### src/rtl/mem_rr_arbiter.sv
// mem_rr_arbiter: NUM_CH-channel round-robin arbiter onto one memory device port.
// One transaction in flight; device-side outputs, ch_resp and ch_rdata are registered.
// Define MEM_ARB_ERRCHK_EN to enable the sticky protocol checker and the BUSY timeout.
module mem_rr_arbiter #(
  parameter int unsigned NUM_CH      = 2,
  parameter int unsigned DATA_W      = 32,
  parameter int unsigned ADDR_W      = 32,
  parameter int unsigned TIMEOUT_CYC = 1024
) (
  input  logic                         clk,
  input  logic                         rst,
  input  logic [NUM_CH-1:0]            ch_read,
  input  logic [NUM_CH-1:0]            ch_write,
  input  logic [NUM_CH*ADDR_W-1:0]     ch_address,
  input  logic [NUM_CH*DATA_W-1:0]     ch_wdata,
  input  logic [NUM_CH*(DATA_W/8)-1:0] ch_byte_enable,
  output logic [NUM_CH-1:0]            ch_resp,
  output logic [DATA_W-1:0]            ch_rdata,
  output logic                         dev_read,
  output logic                         dev_write,
  output logic [ADDR_W-1:0]            dev_address,
  output logic [DATA_W-1:0]            dev_wdata,
  output logic [DATA_W/8-1:0]          dev_byte_enable,
  input  logic                         dev_resp,
  input  logic [DATA_W-1:0]            dev_rdata,
  output logic [15:0]                  errcode,
  output logic                         halt
);

  localparam int unsigned BE_W  = DATA_W / 8;
  localparam int unsigned PTR_W = (NUM_CH > 1) ? $clog2(NUM_CH) : 1;
  localparam int unsigned SUM_W = PTR_W + 1;

  // Reject configurations outside the supported range at elaboration
  if (NUM_CH < 1 || NUM_CH > 16 || TIMEOUT_CYC < 1 || (DATA_W % 8) != 0) begin : g_bad_cfg
    $error("mem_rr_arbiter: unsupported parameter set");
  end

  typedef enum logic [1:0] {IDLE, BUSY, RESP} state_t;

  state_t              state, state_d;
  logic [PTR_W-1:0]    ptr, ptr_d, grant, grant_d;
  logic [NUM_CH-1:0]   req, ch_resp_d;
  logic [DATA_W-1:0]   ch_rdata_d, dev_wdata_d;
  logic                dev_read_d, dev_write_d;
  logic [ADDR_W-1:0]   dev_address_d;
  logic [BE_W-1:0]     dev_byte_enable_d;
  logic [ADDR_W-1:0]   addr_a [NUM_CH];
  logic [DATA_W-1:0]   wdata_a [NUM_CH];
  logic [BE_W-1:0]     be_a [NUM_CH];
  logic                found;
  logic [PTR_W-1:0]    arb_idx, nxt_ptr;
  logic [SUM_W-1:0]    arb_sum, nxt_sum;

  assign req = ch_read | ch_write;

  // Unpack flat channel buses into per-channel arrays
  always_comb begin
    for (int i = 0; i < NUM_CH; i++) begin
      addr_a[i]  = ch_address[i*ADDR_W +: ADDR_W];
      wdata_a[i] = ch_wdata[i*DATA_W +: DATA_W];
      be_a[i]    = ch_byte_enable[i*BE_W +: BE_W];
    end
  end

  // Round-robin search starting at ptr, wrapping modulo NUM_CH
  always_comb begin
    found   = 1'b0;
    arb_idx = '0;
    arb_sum = '0;
    for (int i = 0; i < NUM_CH; i++) begin
      arb_sum = {1'b0, ptr} + SUM_W'(i);
      if (arb_sum >= SUM_W'(NUM_CH)) arb_sum = arb_sum - SUM_W'(NUM_CH);
      if (!found && req[PTR_W'(arb_sum)]) begin
        found   = 1'b1;
        arb_idx = PTR_W'(arb_sum);
      end
    end
    nxt_sum = {1'b0, arb_idx} + SUM_W'(1);
    nxt_ptr = (nxt_sum >= SUM_W'(NUM_CH)) ? '0 : PTR_W'(nxt_sum);
  end

`ifdef MEM_ARB_ERRCHK_EN
  localparam int unsigned CNT_W = $clog2(TIMEOUT_CYC + 1);

  logic [CNT_W-1:0] tmo_cnt, tmo_cnt_d;
  logic             tmo_hit;
  logic [3:0]       err_new;
  logic [15:0]      errcode_d;
  logic             rw_hit;
  logic [PTR_W-1:0] rw_ch;
`endif

  // Next-state and next-output logic
  always_comb begin
    state_d           = state;
    ptr_d             = ptr;
    grant_d           = grant;
    dev_read_d        = dev_read;
    dev_write_d       = dev_write;
    dev_address_d     = dev_address;
    dev_wdata_d       = dev_wdata;
    dev_byte_enable_d = dev_byte_enable;
    ch_resp_d         = '0;
    ch_rdata_d        = ch_rdata;
`ifdef MEM_ARB_ERRCHK_EN
    tmo_cnt_d         = tmo_cnt;
    tmo_hit           = 1'b0;
`endif
    case (state)
      IDLE: begin
        if (found) begin
          grant_d           = arb_idx;
          ptr_d             = nxt_ptr;
          dev_address_d     = addr_a[arb_idx];
          dev_wdata_d       = wdata_a[arb_idx];
          dev_byte_enable_d = be_a[arb_idx];
          dev_write_d       = ch_write[arb_idx];
          dev_read_d        = ~ch_write[arb_idx];
          state_d           = BUSY;
`ifdef MEM_ARB_ERRCHK_EN
          tmo_cnt_d         = '0;
`endif
        end
      end
      BUSY: begin
        if (dev_resp) begin
          dev_read_d  = 1'b0;
          dev_write_d = 1'b0;
          ch_rdata_d  = dev_rdata;
          ch_resp_d   = NUM_CH'(1) << grant;
          state_d     = RESP;
        end
`ifdef MEM_ARB_ERRCHK_EN
        else if (tmo_cnt == CNT_W'(TIMEOUT_CYC - 1)) begin
          dev_read_d  = 1'b0;
          dev_write_d = 1'b0;
          ch_rdata_d  = '0;
          ch_resp_d   = NUM_CH'(1) << grant;
          tmo_hit     = 1'b1;
          state_d     = RESP;
        end else begin
          tmo_cnt_d   = tmo_cnt + CNT_W'(1);
        end
`endif
      end
      RESP:    state_d = IDLE;
      default: state_d = IDLE;
    endcase
  end

  // State, pointer and registered outputs
  always_ff @(posedge clk or posedge rst) begin
    if (rst) begin
      state           <= IDLE;
      ptr             <= '0;
      grant           <= '0;
      dev_read        <= 1'b0;
      dev_write       <= 1'b0;
      dev_address     <= '0;
      dev_wdata       <= '0;
      dev_byte_enable <= '0;
      ch_resp         <= '0;
      ch_rdata        <= '0;
    end else begin
      state           <= state_d;
      ptr             <= ptr_d;
      grant           <= grant_d;
      dev_read        <= dev_read_d;
      dev_write       <= dev_write_d;
      dev_address     <= dev_address_d;
      dev_wdata       <= dev_wdata_d;
      dev_byte_enable <= dev_byte_enable_d;
      ch_resp         <= ch_resp_d;
      ch_rdata        <= ch_rdata_d;
    end
  end

`ifdef MEM_ARB_ERRCHK_EN
  // Protocol error detection; first error records its channel index
  always_comb begin
    rw_hit = 1'b0;
    rw_ch  = '0;
    for (int i = 0; i < NUM_CH; i++) begin
      if (!rw_hit && ch_read[i] && ch_write[i]) begin
        rw_hit = 1'b1;
        rw_ch  = PTR_W'(i);
      end
    end
    err_new    = '0;
    err_new[0] = rw_hit;
    if (state == BUSY) begin
      err_new[1] = ~req[grant];
      err_new[2] = (addr_a[grant] != dev_address) || (wdata_a[grant] != dev_wdata) ||
                   (be_a[grant] != dev_byte_enable);
    end
    err_new[3] = tmo_hit;
    errcode_d       = errcode;
    errcode_d[3:0]  = errcode[3:0] | err_new;
    if ((errcode[3:0] == 4'h0) && (err_new != 4'h0))
      errcode_d[15:8] = rw_hit ? 8'(rw_ch) : 8'(grant);
  end

  // Sticky error code, halt flag and BUSY timeout counter
  always_ff @(posedge clk or posedge rst) begin
    if (rst) begin
      errcode <= '0;
      halt    <= 1'b0;
      tmo_cnt <= '0;
    end else begin
      errcode <= errcode_d;
      halt    <= |errcode_d;
      tmo_cnt <= tmo_cnt_d;
    end
  end
`else
  assign errcode = '0;
  assign halt    = 1'b0;
`endif

endmodule
### config.mk
export PLATFORM = sky130hd
export DESIGN_NAME = mem_rr_arbiter
export DESIGN_NICKNAME = d
export VERILOG_FILES = /design/src/rtl/mem_rr_arbiter.sv
export SDC_FILE = /design/constraint.sdc
export NUM_CORES = 1
export LEC_CHECK = 0
export BUFFER_PORTS_ARGS = -buffer_cell sky130_fd_sc_hd__buf_2
export CORE_AREA = 2 2 116 118
export CTS_CLUSTER_SIZE = 24
export DETAILED_ROUTE_END_ITERATION = 10
export DIE_AREA = 0 0 118 120
export PLACE_DENSITY = 0.68
export SETUP_SLACK_MARGIN = 0.15
export SLEW_MARGIN = 20
export SYNTH_ARGS = -nofsm -noshare
export SYNTH_HDL_FRONTEND = slang
export SYNTH_SLANG_ARGS = --single-unit
export TNS_END_PERCENT = 100
### constraint.sdc
create_clock -name clk -period 6.8 [get_ports clk]
set_clock_uncertainty 0.2 [all_clocks]
set_input_delay 0.68 -clock clk [delete_from_list [all_inputs] [get_ports clk]]
set_output_delay 0.68 -clock clk [all_outputs]
set_load 0.02 [all_outputs]
==> out/results.tsv <==
metric	value	unit
row cnt	42	
CTS tree	done	
Synth Area per Inst	10.77	sq um
vias in the first global route	3960	
routed vias/inst	4.843	
detailed placement HPWL	8.724	mm
final antenna-violating net count	0	
largest net degree at the start of global routing	75	
worst reg2reg path endpoint	ch_resp[1]	
CP Cell Sequence	buf_2 > nand3b_1 > buf_4 > clkinv_1 > and2_1	
Levels on crit path	5	
Unique masters post-synth	26	
post-CTS setup buffer count	0	
Arr. time, crit path	2.46	ns
CP Launch Type	primary input	
Critical R2R Launch	state[0]	
Slowest-stage cell, CP	clkinv_1	
worst-skew pair later-pin latency	0.33	ns
Worst Setup SP	dev_resp	
Multi-input gate area	1246	sq um
register bit total from synthesis	108	
setup violators final	0	
Async S/R FF share, synth	100.0	%
fin crit period	2.440	ns
die width	118	microns
PortBufs	278	
GRT Util Overall	16.55	%
Avg WL per Cell	14.08	microns
Core Region	12980	sq um
Die Area	14160	sq um
Post-Layout Cell Count	854	
Yosys Warn Count	0	
Via Count	4136	
Boundary Pins	296	
sequential element share of the synthesized area	61.05	%
Hold Fails Final Rpt	0	
Syn Inst Count	411	
critical path's top delay family	buffers and inverters	
Final nets	848	
# DRC	0	
CP endpoint	ch_resp[1]	
Highest Clock Rate	409.8	MHz
RSZ-0062 raised after global routing	no	
# fillers	1234	
H-tree depth	3	
run status	finished, final reports clean	
number of synthesized flops with an enable pin	0	
most frequent cell after synthesis	dfrtp_1	
Max Slew Vio Count	0	
Crit. End Element	register	
VDD IR max	0.2263	mV
Initial Utilization	34.10	%
Worst Path Buf+Inv	3	
register area	2703	sq um
R2R Setup Slk	4.39	ns
drt total wl	12.03	mm
CTS max path bufs	2	
Reg2Reg Depth	4	
Pwr Density	499.4	nW/um^2
hold_buf cts	0	
CP max FO	36	
WS Path Type	in2reg	
first-pass GRT wire length	19.06	mm
commonest cells in the netlist	108 x dfrtp_1, 96 x nand2_1, 70 x inv_1	
total CTS buffers	9	
Synth top area share	61.05	%
total clock sinks	108	
drt first pass iters	8	
layout cells sized above 1	44.69	%
cell count after placement	838	
antenna cells	0	
initial antenna violation count	0	
Yosys top cell by area	dfrtp_1	
post-CTS sizing	0	
Worst Hold Class	in2async	
Post-Syn Area	4427	sq um
max incr delay on CP	0.80	ns
static leakage	3.632	nW
main flop type after synthesis	dfrtp_1	
root buffer cell	clkbuf_16	
Worst Path Required	6.82	ns
global placement routability congestion	0.7714	
Synth area leaders	dfrtp_1 61%, a222oi_1 15%, nand2_1 8.1%	
Max Cap Violations	0	
worst-margin pin slew	0.8883	ns
Slew HR	40.42	%
grt ovf	0	
Die Y	120	microns
drt initial violations	411	
area grow syn2layout	38.86	%
total power	3.070	mW
period utilization	35.88	%
Clock Pin Slew Worst Setup and Hold Paths	0.07	ns
setup TNS	0	ns
## per-stage QoR
step / util (%) / hold slack [ns] / worst slack [ns] / area (sq um)
finish: 47.36 / 0.2354 / 4.360 / 6147
global route: 47.36 / 0.2775 / 4.196 / 6147
CTS: 47.34 / 0.2568 / 4.351 / 6145
detailed placement: 45.12 / 0.2347 / 3.968 / 5857
global placement: 45.12 / 0.2379 / 4.063 / 5857
floorplan: - / 0.2179 / 3.074 / 4487
## cell families after synthesis
| logic type | Yosys count | share of synthesized area, % |
|---|---|---|
| compound gates | 77 | 16.76 |
| buf+inv | 118 | 12.41 |
| flops | 108 | 61.05 |
| mux | 1 | 0.2544 |
| other cells | 1 | 0.08471 |
| simple gates | 106 | 9.441 |
## flip-flops by register name, summed over array words and instances, names as in the netlist
signal / cells
state: 2
dev_write: 1
ch_resp: 2
ptr: 1
dev_read: 1
grant: 1
dev_wdata: 32
dev_address: 32
dev_byte_enable: 4
ch_rdata: 32
## worst min-delay path by stage
stage / start / end / slack [ns]
global route: rst / ch_rdata[31] / 0.28
global placement: grant / ch_resp[0] / 0.24
floorplan: grant / ch_resp[0] / 0.22
CTS: rst / ch_rdata[9] / 0.26
detailed placement: grant / ch_resp[0] / 0.23
finish: rst / ch_rdata[31] / 0.24
## metal layers
layer | track usage, % | routed length [microns] | vias up
met5 | 0 | 0 | -
met3 | 6.559 | 1355 | 6
met4 | 4.292 | 96 | 0
met2 | 27.58 | 5814 | 234
li1 | - | - | 1925
met1 | 20.07 | 4759 | 1971
## cell type report
cell class | count | area share, %
Clock buffer | 11 | 4.112
Tap cell | 176 | 3.582
Inverter | 71 | 4.376
Clock inverter | 5 | 0.5699
Timing Repair Buffer | 282 | 23.12
Multi-Input combinational cell | 201 | 20.27
Sequential cell | 108 | 43.96
## cell usage in the layout (no fill, tap or decap), drive strengths merged, types with 3 or more instances in the layout
master / n
nand2: 96
buf: 282
clkinv: 4
o21ai: 3
nor2: 3
inv: 71
dfrtp: 108
conb: 17
clkbuf: 11
a222oi: 68
## power by group
| part | internal (mW) | total (mW) | switching (mW) |
|---|---|---|---|
| clock network | 0.269 | 0.490 | 0.221 |
| logic | 0.531 | 1.46 | 0.926 |
| registers | 0.954 | 1.12 | 0.169 |
Note: power is estimated with default switching activity, not from simulation.
